### src/rtl/laser_pkg.sv
// Shared constants and types for the LASER coverage-search scan controller.
package laser_pkg;

   localparam logic [5:0] NPTS = 6'd40;
   localparam logic [4:0] GRID = 5'd16;
   localparam logic [8:0] R_SQ = 9'd16;
   localparam logic [2:0] WIN  = 3'd2;

   typedef logic [3:0] coord_t;
   typedef logic [5:0] cnt_t;

   typedef enum logic [2:0] {
      IDLE  = 3'd0,
      SCAN  = 3'd1,
      DRAIN = 3'd2,
      CMP   = 3'd3,
      SKIP  = 3'd4,
      FIN   = 3'd5
   } state_t;

   function automatic coord_t abs_diff(input coord_t a, input coord_t b);
      if (a >= b) begin
         abs_diff = a - b;
      end else begin
         abs_diff = b - a;
      end
   endfunction

endpackage

### src/rtl/laser_in_circle.sv
// Combinational coverage test: is point (px,py) within radius sqrt(R_SQ) of (cx,cy)?
module laser_in_circle
   import laser_pkg::*;
(
   input  logic [3:0] i_cx,
   input  logic [3:0] i_cy,
   input  logic [3:0] i_px,
   input  logic [3:0] i_py,
   output logic       o_hit
);

   logic [3:0] w_dx;
   logic [3:0] w_dy;
   logic [7:0] w_sq_x;
   logic [7:0] w_sq_y;
   logic [8:0] w_sum;

   // Squared distance compare; a 9-bit sum of two 8-bit squares cannot overflow.
   always_comb begin
      w_dx   = abs_diff(i_cx, i_px);
      w_dy   = abs_diff(i_cy, i_py);
      w_sq_x = {4'b0000, w_dx} * {4'b0000, w_dx};
      w_sq_y = {4'b0000, w_dy} * {4'b0000, w_dy};
      w_sum  = {1'b0, w_sq_x} + {1'b0, w_sq_y};
      o_hit  = (w_sum <= R_SQ);
   end

endmodule

### src/rtl/laser_scan_ctrl.sv
// Walks candidate centres (full grid or window around a seed), streams every point
// address per candidate, counts covered points and reports the best centre.
module laser_scan_ctrl
   import laser_pkg::*;
(
   input  logic       i_clk,
   input  logic       i_rst_n,
   input  logic       i_start,
   input  logic       i_mode,
   input  logic [3:0] i_seed_x,
   input  logic [3:0] i_seed_y,
   input  logic [3:0] i_other_x,
   input  logic [3:0] i_other_y,
   input  logic       i_other_en,
   output logic [5:0] o_pt_addr,
   input  logic [3:0] i_pt_x,
   input  logic [3:0] i_pt_y,
   output logic       o_busy,
   output logic       o_done,
   output logic [3:0] o_best_x,
   output logic [3:0] o_best_y,
   output logic [5:0] o_best_cnt
);

   localparam logic [5:0] GRID_W    = {1'b0, GRID};
   localparam logic [5:0] WIN_W     = {3'b000, WIN};
   localparam logic [5:0] LAST_ADDR = NPTS - 6'd1;

   state_t     r_state, w_state_nxt;
   logic [5:0] r_addr, w_addr_nxt;
   cnt_t       r_acc, w_acc_nxt, w_acc_inc;
   // Candidate coordinates are 6-bit two's complement so window edges never wrap.
   logic [5:0] r_cx, r_cy, r_x0, r_xe, r_ye;
   logic [5:0] w_cx_nxt, w_cy_nxt, w_x0_nxt, w_xe_nxt, w_ye_nxt;
   coord_t     r_ox, r_oy, w_ox_nxt, w_oy_nxt;
   logic       r_oen, w_oen_nxt;
   logic       r_busy, w_busy_nxt;
   logic       r_done, w_done_nxt;
   coord_t     r_best_x, r_best_y, w_bx_nxt, w_by_nxt;
   cnt_t       r_best_cnt, w_bc_nxt;

   logic [5:0] w_sx, w_sy, w_xe, w_ye, w_nx, w_ny;
   logic       w_svalid, w_nvalid, w_last, w_eval, w_inc;
   logic       w_hit_cand, w_hit_other;

   laser_in_circle u_hit_cand (
      .i_cx  (r_cx[3:0]),
      .i_cy  (r_cy[3:0]),
      .i_px  (i_pt_x),
      .i_py  (i_pt_y),
      .o_hit (w_hit_cand)
   );

   laser_in_circle u_hit_other (
      .i_cx  (r_ox),
      .i_cy  (r_oy),
      .i_px  (i_pt_x),
      .i_py  (i_pt_y),
      .o_hit (w_hit_other)
   );

   assign w_sx     = i_mode ? ({2'b00, i_seed_x} - WIN_W) : 6'd0;
   assign w_sy     = i_mode ? ({2'b00, i_seed_y} - WIN_W) : 6'd0;
   assign w_xe     = i_mode ? ({2'b00, i_seed_x} + WIN_W) : (GRID_W - 6'd1);
   assign w_ye     = i_mode ? ({2'b00, i_seed_y} + WIN_W) : (GRID_W - 6'd1);
   assign w_svalid = (w_sx < GRID_W) && (w_sy < GRID_W);

   assign w_last   = (r_cx == r_xe) && (r_cy == r_ye);
   assign w_nx     = (r_cx == r_xe) ? r_x0 : (r_cx + 6'd1);
   assign w_ny     = (r_cx == r_xe) ? (r_cy + 6'd1) : r_cy;
   assign w_nvalid = (w_nx < GRID_W) && (w_ny < GRID_W);

   // Point data lags the address by one cycle, so address 0 has nothing to evaluate yet.
   assign w_eval    = ((r_state == SCAN) && (r_addr != 6'd0)) || (r_state == DRAIN);
   assign w_inc     = w_eval && w_hit_cand && !(r_oen && w_hit_other);
   assign w_acc_inc = (w_inc && (r_acc != NPTS)) ? (r_acc + 6'd1) : r_acc;

   // State register.
   always_ff @(posedge i_clk or negedge i_rst_n) begin
      if (!i_rst_n) begin
         r_state <= IDLE;
      end else begin
         r_state <= w_state_nxt;
      end
   end

   // Next-state and next-register values.
   always_comb begin
      w_state_nxt = r_state;
      w_addr_nxt  = r_addr;
      w_acc_nxt   = r_acc;
      w_cx_nxt    = r_cx;
      w_cy_nxt    = r_cy;
      w_x0_nxt    = r_x0;
      w_xe_nxt    = r_xe;
      w_ye_nxt    = r_ye;
      w_ox_nxt    = r_ox;
      w_oy_nxt    = r_oy;
      w_oen_nxt   = r_oen;
      w_busy_nxt  = r_busy;
      w_done_nxt  = 1'b0;
      w_bx_nxt    = r_best_x;
      w_by_nxt    = r_best_y;
      w_bc_nxt    = r_best_cnt;
      case (r_state)
         IDLE: begin
            if (i_start) begin
               w_x0_nxt    = w_sx;
               w_xe_nxt    = w_xe;
               w_ye_nxt    = w_ye;
               w_cx_nxt    = w_sx;
               w_cy_nxt    = w_sy;
               w_ox_nxt    = i_other_x;
               w_oy_nxt    = i_other_y;
               w_oen_nxt   = i_other_en;
               w_bx_nxt    = 4'd0;
               w_by_nxt    = 4'd0;
               w_bc_nxt    = 6'd0;
               w_acc_nxt   = 6'd0;
               w_addr_nxt  = 6'd0;
               w_busy_nxt  = 1'b1;
               w_state_nxt = w_svalid ? SCAN : SKIP;
            end else begin
               w_busy_nxt  = 1'b0;
            end
         end
         SCAN: begin
            w_acc_nxt = w_acc_inc;
            if (r_addr == LAST_ADDR) begin
               w_addr_nxt  = 6'd0;
               w_state_nxt = DRAIN;
            end else begin
               w_addr_nxt  = r_addr + 6'd1;
            end
         end
         DRAIN: begin
            w_acc_nxt   = w_acc_inc;
            w_state_nxt = CMP;
         end
         CMP: begin
            if (r_acc >= r_best_cnt) begin
               w_bx_nxt = r_cx[3:0];
               w_by_nxt = r_cy[3:0];
               w_bc_nxt = r_acc;
            end else begin
               w_bc_nxt = r_best_cnt;
            end
            w_acc_nxt = 6'd0;
            if (w_last) begin
               w_state_nxt = FIN;
               w_done_nxt  = 1'b1;
            end else begin
               w_cx_nxt    = w_nx;
               w_cy_nxt    = w_ny;
               w_state_nxt = w_nvalid ? SCAN : SKIP;
            end
         end
         SKIP: begin
            if (w_last) begin
               w_state_nxt = FIN;
               w_done_nxt  = 1'b1;
            end else begin
               w_cx_nxt    = w_nx;
               w_cy_nxt    = w_ny;
               w_state_nxt = w_nvalid ? SCAN : SKIP;
            end
         end
         FIN: begin
            w_busy_nxt  = 1'b0;
            w_state_nxt = IDLE;
         end
         default: begin
            w_busy_nxt  = 1'b0;
            w_addr_nxt  = 6'd0;
            w_state_nxt = IDLE;
         end
      endcase
   end

   // Datapath and output registers.
   always_ff @(posedge i_clk or negedge i_rst_n) begin
      if (!i_rst_n) begin
         r_addr     <= 6'd0;
         r_acc      <= 6'd0;
         r_cx       <= 6'd0;
         r_cy       <= 6'd0;
         r_x0       <= 6'd0;
         r_xe       <= 6'd0;
         r_ye       <= 6'd0;
         r_ox       <= 4'd0;
         r_oy       <= 4'd0;
         r_oen      <= 1'b0;
         r_busy     <= 1'b0;
         r_done     <= 1'b0;
         r_best_x   <= 4'd0;
         r_best_y   <= 4'd0;
         r_best_cnt <= 6'd0;
      end else begin
         r_addr     <= w_addr_nxt;
         r_acc      <= w_acc_nxt;
         r_cx       <= w_cx_nxt;
         r_cy       <= w_cy_nxt;
         r_x0       <= w_x0_nxt;
         r_xe       <= w_xe_nxt;
         r_ye       <= w_ye_nxt;
         r_ox       <= w_ox_nxt;
         r_oy       <= w_oy_nxt;
         r_oen      <= w_oen_nxt;
         r_busy     <= w_busy_nxt;
         r_done     <= w_done_nxt;
         r_best_x   <= w_bx_nxt;
         r_best_y   <= w_by_nxt;
         r_best_cnt <= w_bc_nxt;
      end
   end

   assign o_pt_addr  = r_addr;
   assign o_busy     = r_busy;
   assign o_done     = r_done;
   assign o_best_x   = r_best_x;
   assign o_best_y   = r_best_y;
   assign o_best_cnt = r_best_cnt;

endmodule

### config.mk
export PLATFORM = sky130hd
export DESIGN_NAME = laser_scan_ctrl
export DESIGN_NICKNAME = d
export VERILOG_FILES = /design/src/rtl/laser_pkg.sv /design/src/rtl/laser_in_circle.sv /design/src/rtl/laser_scan_ctrl.sv
export SDC_FILE = /design/constraint.sdc
export NUM_CORES = 1
export LEC_CHECK = 0
export CAP_MARGIN = 10
export CELL_PAD_IN_SITES_DETAIL_PLACEMENT = 1
export CELL_PAD_IN_SITES_GLOBAL_PLACEMENT = 1
export CORE_MARGIN = 4
export CORE_UTILIZATION = 41
export DETAILED_ROUTE_END_ITERATION = 6
export MAX_ROUTING_LAYER = met4
export PLACE_DENSITY = 0.8
export SLEW_MARGIN = 10
export SYNTH_ARGS = -nofsm -noshare
export SYNTH_HDL_FRONTEND = slang
export SYNTH_SLANG_ARGS = --single-unit
export TNS_END_PERCENT = 1
### constraint.sdc
create_clock -name i_clk -period 7.5 [get_ports i_clk]
set_clock_uncertainty 0.2 [all_clocks]
set_input_delay 1.5 -clock i_clk [delete_from_list [all_inputs] [get_ports i_clk]]
set_output_delay 1.5 -clock i_clk [all_outputs]
set_load 0.05 [all_outputs]
**After elaboration in Yosys (flattened, before gate mapping)**

Index checks and enable logic that the tools add are counted.

- Bits in registers: 70
- Bits in latches: 0
- RAM bits: 0
- ROM bits: 0
- Bits of input ports: 29
- Logic and storage cells: 127
- Memories kept: 0

- Add/sub/neg operators: 18
- $mul: 4
- Divide/modulo/power cells: 0
- Magnitude comparators: 11
- Equality and inequality tests: 14
- Shift-type cells: 0
- Mux-type cells: 38
- Bitwise operators: 1
- Reduce and logical (&&, ||, !) cells: 25

Operators with widths:

| cell | number |
|---|---|
| $mux 6 | 12 |
| $pmux 6 s2 | 3 |
| $pmux 6 s3 | 2 |
| $mul 4x4->8 | 4 |
| $sub 4x4->4 | 8 |
| $mux 4 | 7 |
| $add 6x1->6 const B | 4 |
| $lt 6x5->1 const B | 4 |
| $add 8x8->9 | 2 |
| $le 9x5->1 const B | 2 |
| $ge 4x4->1 | 4 |
| $pmux 4 s2 | 2 |
| $mux 3 | 5 |
| $eq 6x6->1 | 2 |
| $pmux 3 s4 | 1 |
| $add 4x2->5 const B | 2 |
| $mux 5 | 2 |
| $sub 4x2->5 const B | 2 |
| $reduce_and 3->1 | 3 |
| $logic_and 1x1->1 | 8 |
| $reduce_or 4->1 | 2 |
| $eq 3x2->1 const B | 2 |
| $eq 3x3->1 const B | 2 |
| $eq 6x6->1 const B | 1 |
| other kinds (16) | 25 |

**Depth between registers and ports, before layout**

Gate-level depths: netlist (run 1).

- Depth after elaboration: 11
- Mapped depth: 25

**Cells and area by module**

From an unflattened synthesis (run 1), not the netlist that was laid out.

- Cells, all modules: 764
- Area, all modules: 6633.9 µm²

By module, submodules not included:

| module | times used | cells each | area each (µm²) | sequential area each (µm²) |
|---|---|---|---|---|
| laser_scan_ctrl | 1 | 439 | 3937.5 | 1676.6 |
| laser_in_circle (u_hit_cand) | 1 | 170 | 1426.4 | 0.0 |
| laser_in_circle (u_hit_other) | 1 | 155 | 1270.0 | 0.0 |

**Worst setup path after synthesis (run 1)**

OpenSTA, ideal clock, no wires.

- Kind: input port to flip-flop
- Start point: input port i_pt_y[0]
- End point: register r_acc[3]
- Setup time: 0.077 ns
- Data arrival time: 7.926 ns
- Slack: -0.704 ns
- Stages on the path: 23
- Buffers on the path: 0
- Cells stage by stage: ha_1 -> inv_1 -> fa_1 -> a21o_1 -> a21o_1 -> a21oi_1 -> mux2i_1 -> xnor2_1 -> or2_2 -> fa_1 -> fa_1 -> fa_1 -> inv_1 -> fa_1 -> ha_1 -> inv_1 -> fa_1 -> nand2b_1 -> a221o_1 -> or4_1 -> or3_4 -> or4_1 -> a21oi_1

- Cells in the longest elaborated chain, start to end: 11

RTL lines:

| element | line | RTL |
|---|---|---|
| start: declaration | laser_scan_ctrl.sv:17 | `input logic [3:0] i_pt_y,` |
| $sub 4x4->4, or another cell as far along | laser_pkg.sv:25 | `abs_diff = b - a;` |
| $mux 4 | laser_pkg.sv:22 | `if (a >= b) begin` |
| $mul 4x4->8 | laser_in_circle.sv:23 | `w_sq_y = {4'b0000, w_dy} * {4'b0000, w_dy};` |
| $add 8x8->9 | laser_in_circle.sv:24 | `w_sum = {1'b0, w_sq_x} + {1'b0, w_sq_y};` |
| $le 9x5->1 | laser_in_circle.sv:25 | `o_hit = (w_sum <= R_SQ);` |
| $logic_and 1x1->1 | laser_scan_ctrl.sv:75 | `assign w_inc = w_eval && w_hit_cand && !(r_oen && w_hit_other);` |
| $logic_not 1->1 | laser_scan_ctrl.sv:75 |  |
| $logic_and 1x1->1 * | laser_scan_ctrl.sv:75 |  |
| $logic_and 1x1->1 * | laser_scan_ctrl.sv:76 | `assign w_acc_inc = (w_inc && (r_acc != NPTS)) ? (r_acc + 6'd1) : r_acc;` |
| $ne 2x1->1 (no source line) * | - |  |
| $reduce_and 3->1 (no source line) * | - |  |
| end signal: assignment | laser_scan_ctrl.sv:200 | `r_acc <= w_acc_nxt;` |
| end: declaration | laser_scan_ctrl.sv:31 | `cnt_t r_acc, w_acc_nxt, w_acc_inc;` |

Every way passes the cells marked *; elsewhere a longest branch is shown, timed or not.
A chain may end at the register's enable or synchronous reset.

**Worst setup path after layout (run 1)**

- Start point: input port i_pt_x[0]
- End point: register r_acc[5]

- Cells in the longest elaborated chain, start to end: 11

RTL lines:

| element | line | RTL |
|---|---|---|
| start: declaration | laser_scan_ctrl.sv:16 | `input logic [3:0] i_pt_x,` |
| $sub 4x4->4, or another cell as far along | laser_pkg.sv:25 |  |
| $mux 4 | laser_pkg.sv:22 |  |
| $mul 4x4->8 | laser_in_circle.sv:22 | `w_sq_x = {4'b0000, w_dx} * {4'b0000, w_dx};` |
| $add 8x8->9 | laser_in_circle.sv:24 |  |
| $le 9x5->1 | laser_in_circle.sv:25 |  |
| $logic_and 1x1->1 | laser_scan_ctrl.sv:75 |  |
| $logic_not 1->1 | laser_scan_ctrl.sv:75 |  |
| $logic_and 1x1->1 * | laser_scan_ctrl.sv:75 |  |
| $logic_and 1x1->1 * | laser_scan_ctrl.sv:76 |  |
| $ne 2x1->1 (no source line) * | - |  |
| $reduce_and 3->1 (no source line) * | - |  |

Marks and branches as above.

==> flow_summary.yaml, run 1 <==
route:
  antenna_left: 0
  drt_first_pass_iters: 5
  drt-total-wl_um: 20900
  wl_per_cell_um: 20.7
  vias: 5700
  drtIter0Drc: 294
  vias_per_cell: 5.65
  drc_errors: 0
synthesis:
  yosys.cell_types.count: 54
  syn_area_um2: 6180
  seq_area_frac_synth_pct: 27.1
  syn_nets: 832
  ys_ff_latch: 67
  avgSynthCellArea_um2: 8.90
  synth.yosys.warnings: 0
  ys.flop_type: "dfrtp_1"
  synthCells: 695
  synth-async-reset-ratio_pct: 100
  synth_edf_count: 0
cts:
  cts_tree: "built"
  cts-root-buf: "clkbuf_16"
  clk_latency_ns: 0.34
  cts_buffer_depth: 2
  cts_inserted_buffers: 9
  holdBufCountCts: 0
  htree_levels: 3
  cts_sinks: 67
  path_clk_slew_ns: 0.06
layout:
  drive_above_1_share_pct: 18.8
  syn_to_final_growth_pct: 27.5
  final_cell_mix: "buf_4, inv_1, ha_1"
  layout.nets: 958
  antenna_cells: 0
  postLayoutCellArea_um2: 7880
  final_common_cell: "buf_4"
  nFillCells: 1682
timing:
  layout_setup_ws_ns: -0.438
  rsz0062_at_grt: "yes"
  post-route-min-period_ns: 7.94
  maxSlewHeadroom_pct: 28.6
  hold_viol_final: 0
  slew_viol_final: 0
  fmax_mhz: 126
  fin_crit_sh_pct: 106
  holdWs_ns: 0.282
  finalSetupTns_ns: -1.39
  final-setup-viol-count: 6
  worstMarginPinSlew_ns: 1.07
global_route:
  first_global_vias: 6391
  grt_pass1_wl_um: 33500
  grt_start_max_net_pins: 68
  overflow: 0
  antenna_found_initial: 0
  track_usage_pct: 25.8
placed_design:
  placed_cell_area_um2: 7420
  numPortBuffers: 50
  gp_congestion: 0.878
  pre_cts_ws_ns: -1.22
  dp_hpwl_um: 14400
floorplan:
  top_level_ports: 51
  die_h_um: 131
  core_area_um2: 14600
  rows: 44
  dieArea_um2: 17100
  initial_utilization_pct: 42.2
  die_w_um: 131
hold_path:
  min_path_type: "reg2reg"
flow_run:
  cap_viol_max_count: 0
outcome:
  outcome: "complete, but fails checks"
  failed_checks: "negative setup slack"
setup_path:
  r2r_slack_ns: 0.18
  crit_type: "in2reg"
  critPathLaunchType: "input pin"
  cp.required_ns: 7.56
  cp_max_fo: 4
  end_kind: "flip-flop"
  cp.arrival_ns: 8.00
==> synth_stat cells (7+ instances only) <==
cell type / count / area [um^2]
inv_1: 93 / 349
ha_1: 78 / 976
dfrtp_1: 67 / 1680
nand2_1: 67 / 251
nor2_1: 47 / 176
o21ai_0: 38 / 190
a21oi_1: 34 / 170
mux2i_1: 32 / 320
fa_1: 30 / 601
a21o_1: 22 / 165
clkbuf_1: 19 / 71.3
nand3_1: 19 / 95.1
xnor2_1: 13 / 114
xor2_1: 13 / 114
a31oi_1: 9 / 56.3
nor2b_1: 9 / 56.3
or2_2: 9 / 56.3
and3_1: 8 / 50.1
nand2b_1: 8 / 50.1
nor3_1: 7 / 35.0
==> critical path, cell delays in order <==
cell and delay (ns):
buf_6 0.10, buf_4 0.13, inv_1 0.09, ha_1 0.26, a21o_1 0.20, a21o_1 0.19
a21oi_4 0.18, mux2i_1 0.24, xor2_1 0.12, or2_4 0.28, fa_2 0.62, fa_1 0.47
fa_1 0.54, inv_2 0.05, fa_1 0.51, ha_2 0.19, inv_2 0.04, fa_2 0.34
nand2b_4 0.15, a221o_1 0.31, or4_4 0.55, or3_4 0.36, or4_1 0.43, a21oi_1 0.14
==> sequential cells by signal (all words and copies together), names as in the netlist <==
name / count
r_cy: 6
r_acc: 6
o_best_y: 4
o_busy: 1
r_cx: 6
o_done: 1
r_x0: 5
o_best_cnt: 6
r_ye: 5
o_best_x: 4
r_xe: 5
o_pt_addr: 6
r_oen: 1
r_ox: 4
r_oy: 4
r_state: 3
==> cell type report <==
| class | count | area, um^2 | share of cell area (%) |
|---|---|---|---|
| Clock buffer | 10 | 229 | 2.91 |
| Sequential cell | 67 | 1680 | 21.3 |
| Tap cell | 184 | 230 | 2.92 |
| Timing Repair Buffer | 136 | 1130 | 14.4 |
| Inverter | 93 | 349 | 4.43 |
| Multi-Input combinational cell | 514 | 4210 | 53.4 |
| Clock inverter | 5 | 55.1 | 0.699 |
==> through the flow <==
step	std cells	util, %
4_1_cts	1005	53.5
2_1_floorplan	695	-
5_1_grt	1009	53.8
3_3_place_gp	981	50.7
3_5_place_dp	981	50.7
6_report	1009	53.8
==> routing by layer <==
layer | track usage (%) | routed length (um) | vias up
met5 | - | 0 | -
met4 | 9.98 | 803 | 0
met3 | 3.66 | 781 | 56
met2 | 46.8 | 11000 | 167
met1 | 28.7 | 8260 | 2860
li1 | - | - | 2617
==> path summary, 6_finish.rpt <==
path,to,cells past startpoint,start
setup / recovery,r_acc[5],24,i_pt_x[0]
hold / removal,r_oen,2,r_oen
setup reg to reg,r_acc[5],24,r_cx[0]
hold reg to reg,r_oen,2,r_oen
max in group asynchronous,r_x0[3],2,i_rst_n
min in group asynchronous,o_best_cnt[0],2,i_rst_n
==> cell families after synthesis <==
group	synth area share (%)
muxes	6.46
DFF	27.1
adders and majority gates	25.5
xor gates and xnor gates	3.68
buffers and inverters	6.92
AOI/OAI and AO/OA	14.5
and+or+nand+nor	15.8
==> timing repair <==
item,4_1_cts,5_1_grt
setup endpoints to repair,6,6
resized for setup,36,6
setup buffers,9,4
pin swaps,16,10
Power of run 1 is not shown: default switching activity piles up to over one toggle a cycle in this logic, so the estimate is an artifact.
==> run 2: changes to the inputs <==
CAP_MARGIN = 20   (was 10)
CORE_UTILIZATION = 25   (was 41)
PLACE_DENSITY = 0.55   (was 0.8)
==> flow_summary.yaml, run 2 (synthesized netlist as in run 1, its figures left out) <==
outcome:
  outcome: "completed"
global_route:
  antenna_found_initial: 0
  overflow: 0
  grt_start_max_net_pins: 68
  first_global_vias: 5624
  track_usage_pct: 13.8
  grt_pass1_wl_um: 29000
cts:
  htree_levels: 3
  path_clk_slew_ns: 0.05
  cts_buffer_depth: 2
  cts_tree: "built"
  cts_sinks: 67
  cts_inserted_buffers: 9
  clk_latency_ns: 0.34
  cts-root-buf: "clkbuf_16"
timing:
  fmax_mhz: 133
  fin_crit_sh_pct: 100
  maxSlewHeadroom_pct: 37.2
  final-setup-viol-count: 0
  rsz0062_at_grt: "yes"
  post-route-min-period_ns: 7.50
  worstMarginPinSlew_ns: 0.942
  finalSetupTns_ns: 0
  hold_viol_final: 0
  slew_viol_final: 0
layout:
  fin_cells: 1142
  layout.nets: 953
  antenna_cells: 0
  syn_to_final_growth_pct: 29.7
  drive_above_1_share_pct: 18.0
  final_common_cell: "inv_1"
  final_cell_mix: "inv_1, buf_4, ha_1"
floorplan:
  core_area_um2: 24300
  dieArea_um2: 27300
  rows: 57
  initial_utilization_pct: 25.4
  die_h_um: 165
  top_level_ports: 51
  die_w_um: 165
placed_design:
  dp_hpwl_um: 13700
  placed_cells: 1123
  gp_congestion: 0.786
  numPortBuffers: 50
setup_path:
  cp.required_ns: 7.57
  worstRegToRegCells: 24
  r2r_end: "r_acc[5]"
  crit_type: "in2reg"
  end_kind: "flip-flop"
  worstReg2RegStart: "r_cx[0]"
  cp_max_fo: 4
  critPathLaunchType: "input pin"
  cp.arrival_ns: 7.56
  r2r_slack_ns: 0.59
route:
  drt_first_pass_iters: 4
  drt-total-wl_um: 17200
  antenna_left: 0
  vias: 5162
  drc_errors: 0
  vias_per_cell: 4.52
  wl_per_cell_um: 15.1
  drtIter0Drc: 168
hold_path:
  holdPathStages: 2
  holdPathEnd: "r_x0[1]"
  hold_path.startpoint: "r_x0[1]"
  min_path_type: "reg2reg"
flow_run:
  cap_viol_max_count: 0
==> run 2: area by class of cell <==
| class | instances | area [um^2] |
|---|---|---|
| Inverter | 93 | 349 |
| Multi-Input combinational cell | 514 | 4190 |
| Tap cell | 324 | 405 |
| Timing Repair Buffer | 131 | 1110 |
| Fill cell | 2851 | 16300 |
| Clock buffer | 11 | 253 |
| Sequential cell | 67 | 1680 |
| Clock inverter | 2 | 37.5 |
==> run 2: worst max-delay path, cell delays in order <==
cell and delay [ns]:
buf_8 0.08, ha_4 0.12, inv_2 0.04, fa_2 0.38, a21o_1 0.16, a21o_1 0.17
a21oi_4 0.16, mux2i_1 0.23, xnor2_1 0.11, or2_4 0.24, fa_1 0.56, fa_1 0.43
fa_1 0.49, inv_1 0.05, fa_1 0.48, ha_2 0.19, inv_2 0.04, fa_2 0.33
nand2b_4 0.15, a221o_1 0.28, or4_4 0.48, or3_4 0.35, or4_1 0.41, a21oi_1 0.14
==> run 2: through the flow <==
step / hold slack [ns] / instance area (um^2) / setup slack (ns) / util [%]
3_3_place_gp: 0.265 / 7610 / -1.03 / 31.3
2_1_floorplan: 0.243 / 6220 / -0.318 / -
6_report: 0.278 / 8020 / 0.00320 / 33.0
4_1_cts: 0.287 / 7970 / -0.0528 / 32.8
5_1_grt: 0.322 / 8020 / -0.204 / 33.0
3_5_place_dp: 0.275 / 7610 / -1.10 / 31.3
==> run 2: layer usage <==
metal | global-route usage [%] | wire length, um
met2 | 23.4 | 8460
met5 | - | 0
met4 | 4.05 | 262
met1 | 17.5 | 8190
met3 | 1.51 | 271
==> run 2: worst max-delay path by stage <==
stage | from | slack, ns | end
2_1_floorplan | i_pt_x[0] | -0.32 | r_acc[3]
3_3_place_gp | i_pt_x[0] | -1.03 | r_acc[3]
3_5_place_dp | i_pt_x[0] | -1.10 | r_acc[5]
4_1_cts | i_pt_x[0] | -0.05 | r_acc[5]
5_1_grt | i_pt_x[1] | -0.20 | r_acc[5]
6_report | i_pt_x[0] | 0.003 | r_acc[5]
==> run 2: repair_timing <==
action / 4_1_cts / 5_1_grt
gates resized for setup: 28 / 12
pin swaps: 19 / 12
cloned: 0 / 0
buffers inserted: 5 / 1
setup endpoints to repair: 6 / 6
hold buffers: 0 / 0
Power of run 2 is left out for the same reason.
